### src/rtl/rv32i_gcd_job_ctrl.sv
// GCD job sequencer for the RV32I core: accepts an operand pair, runs the core
// program with the operands pinned on x28/x29, snoops the x10 result, and responds.
module rv32i_gcd_job_ctrl #(
    parameter int unsigned TIMEOUT_CYC  = 65535,
    parameter int unsigned RST_HOLD_CYC = 4,
    parameter logic [4:0]  RESULT_REG   = 5'd10
) (
    input  logic        clk,
    input  logic        rst_n,
    input  logic        req_valid_i,
    output logic        req_ready_o,
    input  logic [31:0] req_a_i,
    input  logic [31:0] req_b_i,
    output logic        resp_valid_o,
    input  logic        resp_ready_i,
    output logic [31:0] resp_result_o,
    output logic        resp_timeout_o,
    output logic        core_rst_n_o,
    output logic [31:0] gcd_a_o,
    output logic [31:0] gcd_b_o,
    output logic        calc_start_o,
    input  logic        rd_we_i,
    input  logic [4:0]  rd_addr_i,
    input  logic [31:0] rd_data_i,
    output logic        busy_o
);

    localparam int unsigned CNT_MAX = (TIMEOUT_CYC > RST_HOLD_CYC) ? TIMEOUT_CYC : RST_HOLD_CYC;
    localparam int unsigned CNT_W   = $clog2(CNT_MAX + 1);
    localparam logic [CNT_W-1:0] HOLD_LAST = CNT_W'(RST_HOLD_CYC - 1);
    localparam logic [CNT_W-1:0] WD_LAST   = CNT_W'(TIMEOUT_CYC - 1);

    typedef enum logic [1:0] {IDLE, LOAD, RUN, RESP} state_e;

    state_e           state_q, state_d;
    logic [CNT_W-1:0] cnt_q, cnt_d;
    logic [31:0]      gcd_a_q, gcd_a_d;
    logic [31:0]      gcd_b_q, gcd_b_d;
    logic [31:0]      result_q, result_d;
    logic             timeout_q, timeout_d;
    logic             req_ready_q, req_ready_d;
    logic             resp_valid_q, resp_valid_d;
    logic             run_q, run_d;
    logic             busy_q, busy_d;

    logic accept, zero_op, result_hit, wd_expire;

    assign accept     = req_valid_i && req_ready_q;
    assign zero_op    = (req_a_i == 32'd0) || (req_b_i == 32'd0);
    assign result_hit = rd_we_i && (rd_addr_i == RESULT_REG);
    assign wd_expire  = (cnt_q == WD_LAST);

    // State register
    always_ff @(posedge clk or negedge rst_n) begin
        if (!rst_n) begin
            state_q <= IDLE;
        end else begin
            state_q <= state_d;
        end
    end

    // Next-state logic
    always_comb begin
        state_d = state_q;
        case (state_q)
            IDLE: if (accept) state_d = zero_op ? RESP : LOAD;
            LOAD: if (cnt_q == HOLD_LAST) state_d = RUN;
            RUN:  if (result_hit || wd_expire) state_d = RESP;
            RESP: if (resp_ready_i) state_d = IDLE;
            default: state_d = IDLE;
        endcase
    end

    // Output and datapath next values; the result write beats the watchdog
    always_comb begin
        cnt_d        = '0;
        gcd_a_d      = gcd_a_q;
        gcd_b_d      = gcd_b_q;
        result_d     = result_q;
        timeout_d    = timeout_q;
        req_ready_d  = (state_d == IDLE);
        resp_valid_d = (state_d == RESP);
        run_d        = (state_d == RUN);
        busy_d       = (state_d != IDLE);
        case (state_q)
            IDLE: begin
                if (accept) begin
                    gcd_a_d = req_a_i;
                    gcd_b_d = req_b_i;
                    if (zero_op) begin
                        result_d  = req_a_i | req_b_i;
                        timeout_d = 1'b0;
                    end
                end
            end
            LOAD: begin
                if (cnt_q != HOLD_LAST) cnt_d = cnt_q + CNT_W'(1);
            end
            RUN: begin
                cnt_d = cnt_q + CNT_W'(1);
                if (result_hit) begin
                    result_d  = rd_data_i;
                    timeout_d = 1'b0;
                end else if (wd_expire) begin
                    result_d  = 32'd0;
                    timeout_d = 1'b1;
                end
            end
            default: ;
        endcase
    end

    // Registered outputs and datapath
    always_ff @(posedge clk or negedge rst_n) begin
        if (!rst_n) begin
            cnt_q        <= '0;
            gcd_a_q      <= 32'd0;
            gcd_b_q      <= 32'd0;
            result_q     <= 32'd0;
            timeout_q    <= 1'b0;
            req_ready_q  <= 1'b1;
            resp_valid_q <= 1'b0;
            run_q        <= 1'b0;
            busy_q       <= 1'b0;
        end else begin
            cnt_q        <= cnt_d;
            gcd_a_q      <= gcd_a_d;
            gcd_b_q      <= gcd_b_d;
            result_q     <= result_d;
            timeout_q    <= timeout_d;
            req_ready_q  <= req_ready_d;
            resp_valid_q <= resp_valid_d;
            run_q        <= run_d;
            busy_q       <= busy_d;
        end
    end

    assign req_ready_o    = req_ready_q;
    assign resp_valid_o   = resp_valid_q;
    assign resp_result_o  = result_q;
    assign resp_timeout_o = timeout_q;
    assign core_rst_n_o   = run_q;
    assign calc_start_o   = run_q;
    assign gcd_a_o        = gcd_a_q;
    assign gcd_b_o        = gcd_b_q;
    assign busy_o         = busy_q;

endmodule

### config.mk
export PLATFORM = sky130hd
export DESIGN_NAME = rv32i_gcd_job_ctrl
export DESIGN_NICKNAME = d
export VERILOG_FILES = /design/src/rtl/rv32i_gcd_job_ctrl.sv
export SDC_FILE = /design/constraint.sdc
export NUM_CORES = 1
export LEC_CHECK = 0
export CORE_ASPECT_RATIO = 0.9
export CORE_MARGIN = 4
export CORE_UTILIZATION = 49
export CTS_BUF_LIST = sky130_fd_sc_hd__clkbuf_4 sky130_fd_sc_hd__clkbuf_8
export CTS_CLUSTER_DIAMETER = 150
export DETAILED_ROUTE_END_ITERATION = 7
export GPL_TIMING_DRIVEN = 0
export PLACE_DENSITY = 0.88
export SYNTH_ARGS = -nofsm -noshare
export SYNTH_HDL_FRONTEND = slang
export SYNTH_SLANG_ARGS = --single-unit
### constraint.sdc
create_clock -name clk -period 3.45 [get_ports clk]
set_input_delay 0.69 -clock clk [delete_from_list [all_inputs] [get_ports clk]]
set_output_delay 0.69 -clock clk [all_outputs]
set_load 0.005 [all_outputs]
# --- Yosys cells after proc, flatten, opt, wreduce, memory -nomap -nowiden ---
# Cells that the tools add are included.
op_classes:
  n_addsub: 1
  eq_ne: 12
  mux: 18
  bitwise: 1
  n_reduce_logical: 12
op_table:
  columns: ["op", "n"]
  rows:
  - ["two-way mux 32 bit", 4]
  - ["logical NOT 32 bit", 2]
  - ["case mux 32 bit (2 select lines)", 1]
  - ["OR 32 bit", 1]
  - ["case mux 16 bit (2 select lines)", 1]
  - ["adder 16 x 1 -> 16 bit (second input constant)", 1]
  - ["== test 16 bit (second input constant)", 1]
  - ["== test 16 x 2 -> 1 bit (second input constant)", 1]
  - ["two-way mux 16 bit", 1]
  - ["inequality test 16 x 2 -> 1 bit (second input constant)", 1]
  - ["two-way mux 2 bit", 5]
  - ["== test 2 bit (second input constant)", 4]
  - ["case mux 2 bit (4 select lines)", 1]
  - ["== test 5 x 4 -> 1 bit (second input constant)", 1]
  - ["logical NOT 2 bit", 2]
  - ["two-way mux 1 bit", 4]
  - ["inequality test 2 bit (second input constant)", 2]
  - ["AND reduction 4 bit", 1]
  - ["nonzero test 2 bit", 2]
  - ["inequality test 3 bit (second input constant)", 1]
  - ["== test 2 x 1 -> 1 bit (second input constant)", 1]
  - ["logical AND 1 bit", 2]
  - ["logical OR 1 bit", 2]
  - ["case mux 1 bit (2 select lines)", 1]
  - ["AND reduction 2 bit", 1]
totals:
  reg_bits: 119

# --- Depth between registers and ports, before layout ---
# Gate-level depths: netlist of run 1.
depth:
  ltp_word: 6
  depth_mapped: 7
  mapped_depth_nobuf: 7

# --- Least setup slack after synthesis of run 1 ---
# No wires, ideal clock.
synth_timing:
  path_kind: "in2reg"
  startpoint: "in req_b_i[13]"
  endpoint: "reg result_q[10] (netlist: resp_result_o[10])"
  setup_time_ns: 0.125
  arrival_ns: 2.014
  required_ns: 3.325
  path_slack_ns: 1.311
  stages: 6
  n_path_buf: 1
  cell_sequence: "nor4_1 > nand4_1 > o221ai_2 > o211ai_4 > buf_6 > mux2_4"
synth_between:
  elab_chain_len: 4
synth_rtl:
  columns: ["element", "line", "rtl"]
  rows:
  - ["start: declaration", "13", "input logic [31:0] req_b_i,"]
  - ["logical NOT 32 bit", "49", "assign zero_op = (req_a_i == 32'd0) || (req_b_i == 32'd0);"]
  - ["logical OR 1 bit", "49", null]
  - ["inequality test 2 bit (no source line)", null, null]
  - ["AND reduction 4 bit (no source line)", null, null]
  - ["end signal: assignment", "129", "result_q <= result_d;"]
  - ["end: declaration", "39", "logic [31:0] result_q, result_d;"]
# No other way between the ends.
# A chain may end at the register's enable or synchronous reset.

# --- Worst setup path in the final report of run 1 ---
layout_timing:
  startpoint: "in req_b_i[13]"
  endpoint: "reg result_q[1] (netlist: resp_result_o[1])"
# Same word-level chain as after synthesis.

==> flow_summary.toml, run 1 <==
[sta]
slew_viol_final = 0
period_share_pct = 82.18
rsz0062_at_grt = "false"
fin_ws_ns = 0.6149
fin_crit_ns = 2.835
setup_violations = 0
timing.fmax_ghz = 0.3527
hold_violations = 0
skew_ns = 0.01605
final.setup.tns_ns = 0
tightest_slew_ns = 0.7456
slew_headroom_pct = 49.77

[final_layout]
fin_nets = 789
drive_above_1_share_pct = 21.74
fill_cells = 673
syn_to_final_growth_pct = 49.34
fin_util_pct = 75.60
n_antenna_cell = 0

[logic_synthesis]
seq_area_frac_synth_pct = 53.99
ys_types = 44
syn_nets = 562
syn_inst = 450
synthArstFlopShare_pct = 100.0
syn-mean-instance-area_um2 = 12.26
ys_dominant_reg_cell = "dfrtp_1"
ys_warn_count = 0
synth_edf_count = 0
syn_area_um2 = 5518
ys_ff_latch = 119

[clocking]
cts_tree = "built"
clkLatencyLatePin_ns = 0.43
cts_hold_buf = 0
cts_buffers = 17
cts.repair.resized = 0
htree_levels = 4
clkTransAtPathRegs_ns = 0.08
cts.sinks = 119
post-cts-setup-buffer-count = 0
root_buffer = "clkbuf_8"
cts_max_path_buffers = 2

[place]
port_buffers = 207
hpwlAfterDp_um = 13130
place_congestion = 0.8687
pre_cts_ws_ns = 0.2840

[global_route]
grt_max_degree = 65
grt_pass1_wl_um = 27850
overflow = 0
antenna_found_initial = 0
gr-usage-all-layers_pct = 27.87
grt_pass1_vias = 4920

[detailed_routing]
drtIter0Drc = 497
first_pass_iters = 5
viasPerCell = 5.827
wl_um = 18150
ant_nets = 0
wl_per_cell_um = 21.56
vias = 4906
drc = 0

[critical_path]
path_class = "in2reg"
critPathArrivalTime_ns = 3.14
critPathRequiredTime_ns = 3.75
cp_slowest_stage_delay_ns = 0.52
crit_path_cell_trace = "clkdlybuf4s50_1, nor4_1, nand4_1, o221ai_2, o211ai_4, buf_6, mux2_4"
crit_path_start_kind = "primary input"
cp_max_fo = 10
critPathCaptureType = "flip-flop"
crit_slowest_cell = "nor4_1"

[die]
design.core.area_um2 = 10900
start_util_pct = 50.62
die_x_um = 119.9
die_y_um = 108.7
rows = 36
ios = 208
dieArea_um2 = 13020

[outcome]
status = "finished clean"

[power]
p_leak_uw = 0.003373
pwr_density_cell_nw_per_um2 = 776.6
vdd.ir_drop.worst_uv = 310.7

[worst_hold_path]
min_path_type = "in2async"

[job]
maxCapViolCount = 0
-- state kept, by name (all words and copies together) (netlist names) --
signal and flops:
req_ready_o 1, resp_timeout_o 1, state_q 2, gcd_b_o 32, resp_result_o 32, cnt_q 16, calc_start_o 1, gcd_a_o 32
resp_valid_o 1, busy_o 1
-- synth_stat cells (2+ instances only) --
cell type	n	area, um2
a31oi_1	2	12.51
a41oi_1	2	17.52
and4_1	2	17.52
buf_2	7	35.03
buf_6	3	33.78
clkbuf_1	10	37.54
dfrtp_1	118	2953
ha_1	6	75.07
inv_1	7	26.28
mux2_2	66	743.2
mux2_4	30	450.4
nand2_1	40	150.1
nand3_1	6	30.03
nand3b_1	2	15.01
nand4_1	6	37.54
nor2_1	54	202.7
nor3_1	2	10.01
nor4_1	18	112.6
o22ai_1	32	200.2
xnor2_1	6	52.55
xor2_1	8	70.07
-- through the flow --
step                power [uW]  hold slack (ns)  cells  cell area [um2]
finish                    6399           0.2112    842             8240
global route              6681           0.2361    842             8240
CTS                       6426           0.2120    842             8240
detailed placement        5013           0.4913    810             7809
global placement          4901           0.4856    809             7780
floorplan                 3367           0.3944    450             5518
-- layout by cell type, fill, tap and decap left out, drive strengths merged, types with 8 or more instances in the layout --
cell type	netlist	final
o22ai	32	32
dfrtp	118	118
clkdlybuf4s50	0	206
nor4	19	19
nand2	40	40
inv	7	10
xor2	8	8
clkbuf	10	29
mux2	96	96
buf	12	14
nor2	54	54
-- layout make-up --
| type | count | area [um2] | share of cell area, % |
|---|---|---|---|
| Sequential cell | 119 | 2979 | 36.15 |
| Multi-Input combinational cell | 302 | 2395 | 29.06 |
| Timing Repair Buffer | 208 | 2101 | 25.49 |
| Clock buffer | 19 | 261.5 | 3.173 |
| Tap cell | 152 | 190.2 | 2.308 |
| Clock inverter | 13 | 170.2 | 2.065 |
| Buffer | 22 | 117.6 | 1.427 |
| Inverter | 7 | 26.28 | 0.3189 |
-- cell families (layout without fill, tap and decap cells) --
| kind of cell | Yosys count | after routing | share of synthesized area (%) |
|---|---|---|---|
| DFF | 119 | 119 | 53.99 |
| buffers and inverters | 29 | 269 | 2.608 |
| AOI/OAI and AO/OA | 46 | 46 | 6.077 |
| and+or+nand+nor | 140 | 140 | 12.11 |
| adders and majority gates | 6 | 6 | 1.361 |
| xor gates and xnor gates | 14 | 14 | 2.222 |
| muxes | 96 | 96 | 21.63 |
-- per-layer routing --
| metal | wire length [um] | global-route usage (%) | part of all wire, % | up-vias |
|---|---|---|---|---|
| li1 | - | - | - | 2082 |
| met1 | 7100 | 34.26 | 39 | 2477 |
| met2 | 8985 | 47.26 | 49 | 289 |
| met3 | 1389 | 7.624 | 7.7 | 58 |
| met4 | 678 | 11.04 | 3.7 | 0 |
| met5 | 0 | 0 | 0 | - |
-- report_power, final --
group	total (uW)	switching (uW)	internal, uW
logic	2690	907	1790
registers	2330	344	1990
clock network	1380	614	762
-- path summary, 6_finish.rpt --
kind	start	to	slack (ns)	cells past startpoint
setup / recovery	req_b_i[13]	resp_result_o[1]	0.61	7
hold / removal	rst_n	busy_o	0.21	1
setup reg to reg	state_q[0]	resp_result_o[1]	0.94	7
hold reg to reg	gcd_b_o[2]	gcd_b_o[2]	0.51	1
max in group asynchronous	rst_n	gcd_b_o[5]	2.54	2
min in group clk	gcd_b_o[2]	gcd_b_o[2]	0.51	1
-- critical path: cells and delay by family --
kind | cells | cell delay (ns)
buf+inv | 2 | 0.71
compound gates | 2 | 0.59
simple gates | 2 | 0.85
mux | 1 | 0.30
No activity file was read; power rests on OpenSTA's default activity.
==> run 2: changes to the inputs <==
--- a/config.mk
+++ b/config.mk
@@ -7,12 +7,12 @@
 export LEC_CHECK = 0
 export CORE_ASPECT_RATIO = 0.9
 export CORE_MARGIN = 4
-export CORE_UTILIZATION = 49
+export CORE_UTILIZATION = 41
 export CTS_BUF_LIST = sky130_fd_sc_hd__clkbuf_4 sky130_fd_sc_hd__clkbuf_8
 export CTS_CLUSTER_DIAMETER = 150
 export DETAILED_ROUTE_END_ITERATION = 7
 export GPL_TIMING_DRIVEN = 0
-export PLACE_DENSITY = 0.88
+export PLACE_DENSITY = 0.78
 export SYNTH_ARGS = -nofsm -noshare
 export SYNTH_HDL_FRONTEND = slang
 export SYNTH_SLANG_ARGS = --single-unit
==> constraint.sdc (replaced) <==
create_clock -name clk -period 2.4 [get_ports clk]
set_input_delay 0.48 -clock clk [delete_from_list [all_inputs] [get_ports clk]]
set_output_delay 0.48 -clock clk [all_outputs]
set_load 0.005 [all_outputs]
==> run 2 against run 1 <==
- hold slack gained 0.28 ns
- utilization shrank 11 points
- sequential power grew 42%
- clock-buffer cell count grew 2
- final cell count grew 1.4%
- power grew 40%
- design area grew 1.1%
- sequential cell count is the same
- worst setup slack lost 0.61 ns
- combinational power grew 43%
- critical path type unchanged
- critical endpoint is now resp_result_o[28]
==> flow_summary.toml, run 2 (synthesis gave the netlist of run 1 again) <==
[place]
port_buffers = 207
place_congestion = 0.8374
hpwlAfterDp_um = 12980
place_area_um2 = 7824

[detailed_routing]
vias = 4586
wl_per_cell_um = 19.88
wl_um = 16980
drtIter0Drc = 344
first_pass_iters = 5
ant_nets = 0
drc = 0
viasPerCell = 5.370

[global_route]
grt_pass1_wl_um = 26080
grt_pass1_vias = 4765
grt_max_degree = 87
antenna_found_initial = 0
gr-usage-all-layers_pct = 21.97
overflow = 0

[die]
rows = 39
die_y_um = 118.1
die_x_um = 130.3
design.core.area_um2 = 12930
dieArea_um2 = 15380
start_util_pct = 42.67
ios = 208

[critical_path]
critPathRequiredTime_ns = 2.71
cp.buffers_inverters = 2
rr_startpoint = "state_q[1]"
crit_slowest_cell = "clkdlybuf4s50_1"
cp_slowest_stage_delay_ns = 0.48
crit_path_cell_trace = "clkdlybuf4s50_1, nor4_2, nand4_1, o221ai_4, o211ai_4, buf_6, mux2_4"
crit_path_start_kind = "primary input"
crit_start = "req_b_i[23]"
critPathCaptureType = "flip-flop"
cp_max_fo = 10
path_class = "in2reg"
crit_family = "simple AND/OR/NAND/NOR gates"
critPathArrivalTime_ns = 2.71

[clocking]
cts_tree = "built"
post-cts-setup-buffer-count = 0
htree_levels = 4
root_buffer = "clkbuf_8"
cts_buffers = 17
clkTransAtPathRegs_ns = 0.07
clkLatencyLatePin_ns = 0.44
cts_max_path_buffers = 2
cts.sinks = 119

[job]
maxCapViolCount = 0

[final_layout]
layout_commonest_cell = "clkdlybuf4s50_1"
syn_to_final_growth_pct = 50.95
final_cell_mix = "clkdlybuf4s50_1 (206), dfrtp_1 (118), mux2_2 (66)"
drive_above_1_share_pct = 23.77
fin_nets = 790
n_antenna_cell = 0
final_area_um2 = 8329

[sta]
timing.fmax_ghz = 0.4168
slew_headroom_pct = 59.22
period_share_pct = 99.98
setup_violations = 0
rsz0062_at_grt = "false"
skew_ns = 0.01044
tightest_slew_ns = 0.6117
fin_crit_ns = 2.399
hold_violations = 0
slew_viol_final = 0

[worst_hold_path]
min_path_type = "in2async"

[power]
comb_power_share_pct = 43.1
p_leak_uw = 0.003390
seq_power_share_pct = 37.1
pwr_density_cell_nw_per_um2 = 1075
p_int_uw = 6436
vdd.ir_drop.worst_uv = 525.4
power.switching_uw = 2517
sw_frac_of_total_pct = 28.11
power_uw = 8953
clkPwrFrac_pct = 19.8

[outcome]
status = "finished clean"
## run 2: cell types whose count changed in the layout (fill, tap and decap cells not counted), moves of 2 or more
cell,previous run,this run
nor4_2,0,9
nor4_1,18,7
clkinv_4,3,0
clkbuf_2,0,2
clkinvlp_4,3,1
nor4_4,1,3
inv_6,3,0
clkbuf_1,10,8
clkinv_2,1,7
## run 2: final timing paths
check	end	slack (ns)	cells after the start
hold / removal	resp_valid_o	0.49	2
hold reg to reg	gcd_b_o[9]	0.50	1
setup reg to reg	resp_result_o[28]	0.20	7
setup / recovery	resp_result_o[28]	0.0006	7
min in group clk	gcd_b_o[9]	0.50	1
max in group asynchronous	gcd_b_o[19]	1.18	3
## run 2: what timing repair did
action                                  CTS  global route
endpoints found under the setup margin   30            50
pin swaps                                 0             3
hold endpoints to repair                 32             0
hold buffers                              1             0
resized for setup                         4            17
## run 2: metal layers
metal / part of all wire (%) / vias to the layer above / wire length [um] / track usage [%]
li1: - / 2070 / - / -
met1: 41 / 2275 / 7044 / 28.94
met2: 47 / 199 / 8034 / 33.94
met3: 8.5 / 42 / 1435 / 6.624
met4: 2.8 / 0 / 467 / 8.377
met5: 0 / - / 0 / 0
## run 2: per-stage QoR
step                      hold WS (ns)  worst slack, ns  instances  TNS [ns]  utilization [%]
after floorplan                 0.1844           0.4220        450         0                -
after global placement          0.4874           -3.655        821   -451.73            60.28
after detailed placement        0.3955          -0.6205        822    -20.38            60.50
after CTS                       0.4670         0.006193        854         0            63.79
after global routing            0.4921          0.01379        854         0            64.41
final                           0.4878        0.0005638        854         0            64.41
## run 2: final cells by class
cell class              instances  area, um2
fillers                       960       4602
clock buffers                  21      282.8
repair buffers                209       2111
well taps                     164      205.2
inverters                       7      26.28
plain buffers                  22      120.1
flip-flops and latches        119       2979
clock inverters                10      102.6
multi-input cells             302       2502
## run 2: power groups by stage
| stage | Clock, uW | Combinational, uW | Sequential, uW |
|---|---|---|---|
| after floorplan | 0 | 1480 | 3360 |
| after global placement | 0 | 3760 | 3310 |
| after detailed placement | 0 | 3850 | 3350 |
| after CTS | 1820 | 3890 | 3320 |
| after global routing | 1900 | 4100 | 3420 |
| final | 1770 | 3860 | 3320 |
==> run 3: changes to the inputs <==
--- a/config.mk
+++ b/config.mk
@@ -5,11 +5,11 @@
 export SDC_FILE = /design/constraint.sdc
 export NUM_CORES = 1
 export LEC_CHECK = 0
-export CORE_ASPECT_RATIO = 0.9
 export CORE_MARGIN = 4
 export CORE_UTILIZATION = 41
 export CTS_BUF_LIST = sky130_fd_sc_hd__clkbuf_4 sky130_fd_sc_hd__clkbuf_8
 export CTS_CLUSTER_DIAMETER = 150
+export CTS_CLUSTER_SIZE = 30
 export DETAILED_ROUTE_END_ITERATION = 7
 export GPL_TIMING_DRIVEN = 0
 export PLACE_DENSITY = 0.78
==> run 3 against run 2 <==
- critical path depth grew 1
- die area is essentially flat
- register-to-register slack got worse by 0.05 ns
- worst setup slack improved by 0.084 ns
- critical path type unchanged
- sequential share of layout area is 0.059 points higher
- highest routed layer unchanged
- combinational power barely moved
- maximum frequency is 3.6% higher
- power fell by 0.16%
- non-clock buffer count did not move
- first-iteration DRC count shrank 15%
==> flow_summary.toml, run 3 (synthesis gave the netlist of run 1 again) <==
[global_route]
gr-usage-all-layers_pct = 22.39
grt_max_degree = 62
antenna_found_initial = 0
overflow = 0
grt_pass1_wl_um = 25900
grt_pass1_vias = 4974

[detailed_routing]
wl_um = 16970
first_pass_iters = 4
ant_nets = 0
wl_per_cell_um = 19.57
viasPerCell = 5.325
drtIter0Drc = 291
vias = 4617
drc = 0

[critical_path]
cp.buffers_inverters = 3
crit_path_start_kind = "primary input"
cp_max_fo = 10
crit_family = "buffers and inverters"
cp_slowest_stage_delay_ns = 0.48
path_class = "in2reg"
critPathArrivalTime_ns = 2.63
critPathRequiredTime_ns = 2.71
crit_slowest_cell = "clkdlybuf4s50_1"
critPathCaptureType = "flip-flop"
crit_path_cell_trace = "clkdlybuf4s50_1, nor4_1, nand4_1, buf_4, o221ai_4, o211ai_4, buf_6, mux2_4"

[place]
port_buffers = 207
hpwlAfterDp_um = 12980
place_congestion = 0.8473
pre_cts_ws_ns = -0.6012

[worst_hold_path]
min_path_type = "in2async"

[power]
p_leak_uw = 0.003391
power_uw = 8938
vdd.ir_drop.worst_uv = 549.0
pwr_density_cell_nw_per_um2 = 1075

[final_layout]
multiInputGateArea_um2 = 2474
drive_above_1_share_pct = 23.44
fin_nets = 790
fill_cells = 1021
layout_commonest_cell = "clkdlybuf4s50_1"
n_antenna_cell = 0
fin_util_pct = 63.04
syn_to_final_growth_pct = 50.70
final_cell_mix = "clkdlybuf4s50_1 (206), dfrtp_1 (118), mux2_2 (66)"
regArea_um2 = 2979

[die]
rows = 42
design.core.area_um2 = 13190
ios = 208
dieArea_um2 = 15380
die_y_um = 124.0
die_x_um = 124.0
start_util_pct = 41.83

[sta]
fin_ws_ns = 0.08455
timing.fmax_ghz = 0.4319
final.setup.tns_ns = 0
hold_ws_ns = 0.0002090
rsz0062_at_grt = "false"
hold_violations = 0
slew_headroom_pct = 60.49
tightest_slew_ns = 0.5926
slew_viol_final = 0
setup_violations = 0
skew_ns = 0.009936
period_share_pct = 96.48
fin_crit_ns = 2.315

[clocking]
htree_levels = 4
clkTransAtPathRegs_ns = 0.06
cts.sinks = 119
root_buffer = "clkbuf_8"
cts_tree = "built"
cts_max_path_buffers = 2
clkLatencyLatePin_ns = 0.43
cts_buffers = 17

[outcome]
status = "finished clean"

[job]
maxCapViolCount = 0
[run 3: metal layers]
layer  vias to the layer above  track usage (%)  part of all wire [%]
met5                         -                0                     0
met2                       198            38.53                    51
met4                         0            8.830                   2.2
li1                       2086                -                     -
met3                        30            6.857                   8.1
met1                      2303            26.12                    39
[run 3: worst paths after layout]
path,startpoint,end,slack (ns),cells after the start
max in group asynchronous,rst_n,gcd_a_o[18],1.70,2
worst min-delay path,rst_n,gcd_a_o[0],0.0002,1
min in group clk,gcd_b_o[1],gcd_b_o[1],0.50,1
worst max-delay path,req_b_i[5],resp_result_o[19],0.08,8
worst min register to register,gcd_b_o[1],gcd_b_o[1],0.50,1
worst max register to register,cnt_q[0],cnt_q[13],0.15,6
[run 3: stage by stage]
| step | instances | instance area [um2] |
|---|---|---|
| finish | 867 | 8315 |
| global route | 867 | 8315 |
| CTS | 866 | 8257 |
| detailed placement | 834 | 7839 |
| global placement | 833 | 7810 |
| floorplan | 450 | 5518 |
[run 3: cell type report]
class                   instances  area share [%]
flip-flops and latches        119           35.83
multi-input cells             302           29.75
repair buffers                209           25.35
clock buffers                  22           3.416
well taps                     176           2.648
plain buffers                  22           1.460
clock inverters                10           1.234
inverters                       7          0.3160
[run 3: timing repair]
action,4_1_cts,5_1_grt
pin swaps,1,2
hold buffers,0,0
endpoints found under the setup margin,30,64
buffers inserted,0,1
gates resized for setup,5,13
[run 3: power by group]
part / internal [uW] / switching [uW] / total (uW) / leakage [uW]
registers: 2860 / 477 / 3340 / 0.00141
clock network: 998 / 774 / 1770 / 0.000206
logic: 2570 / 1260 / 3830 / 0.00177
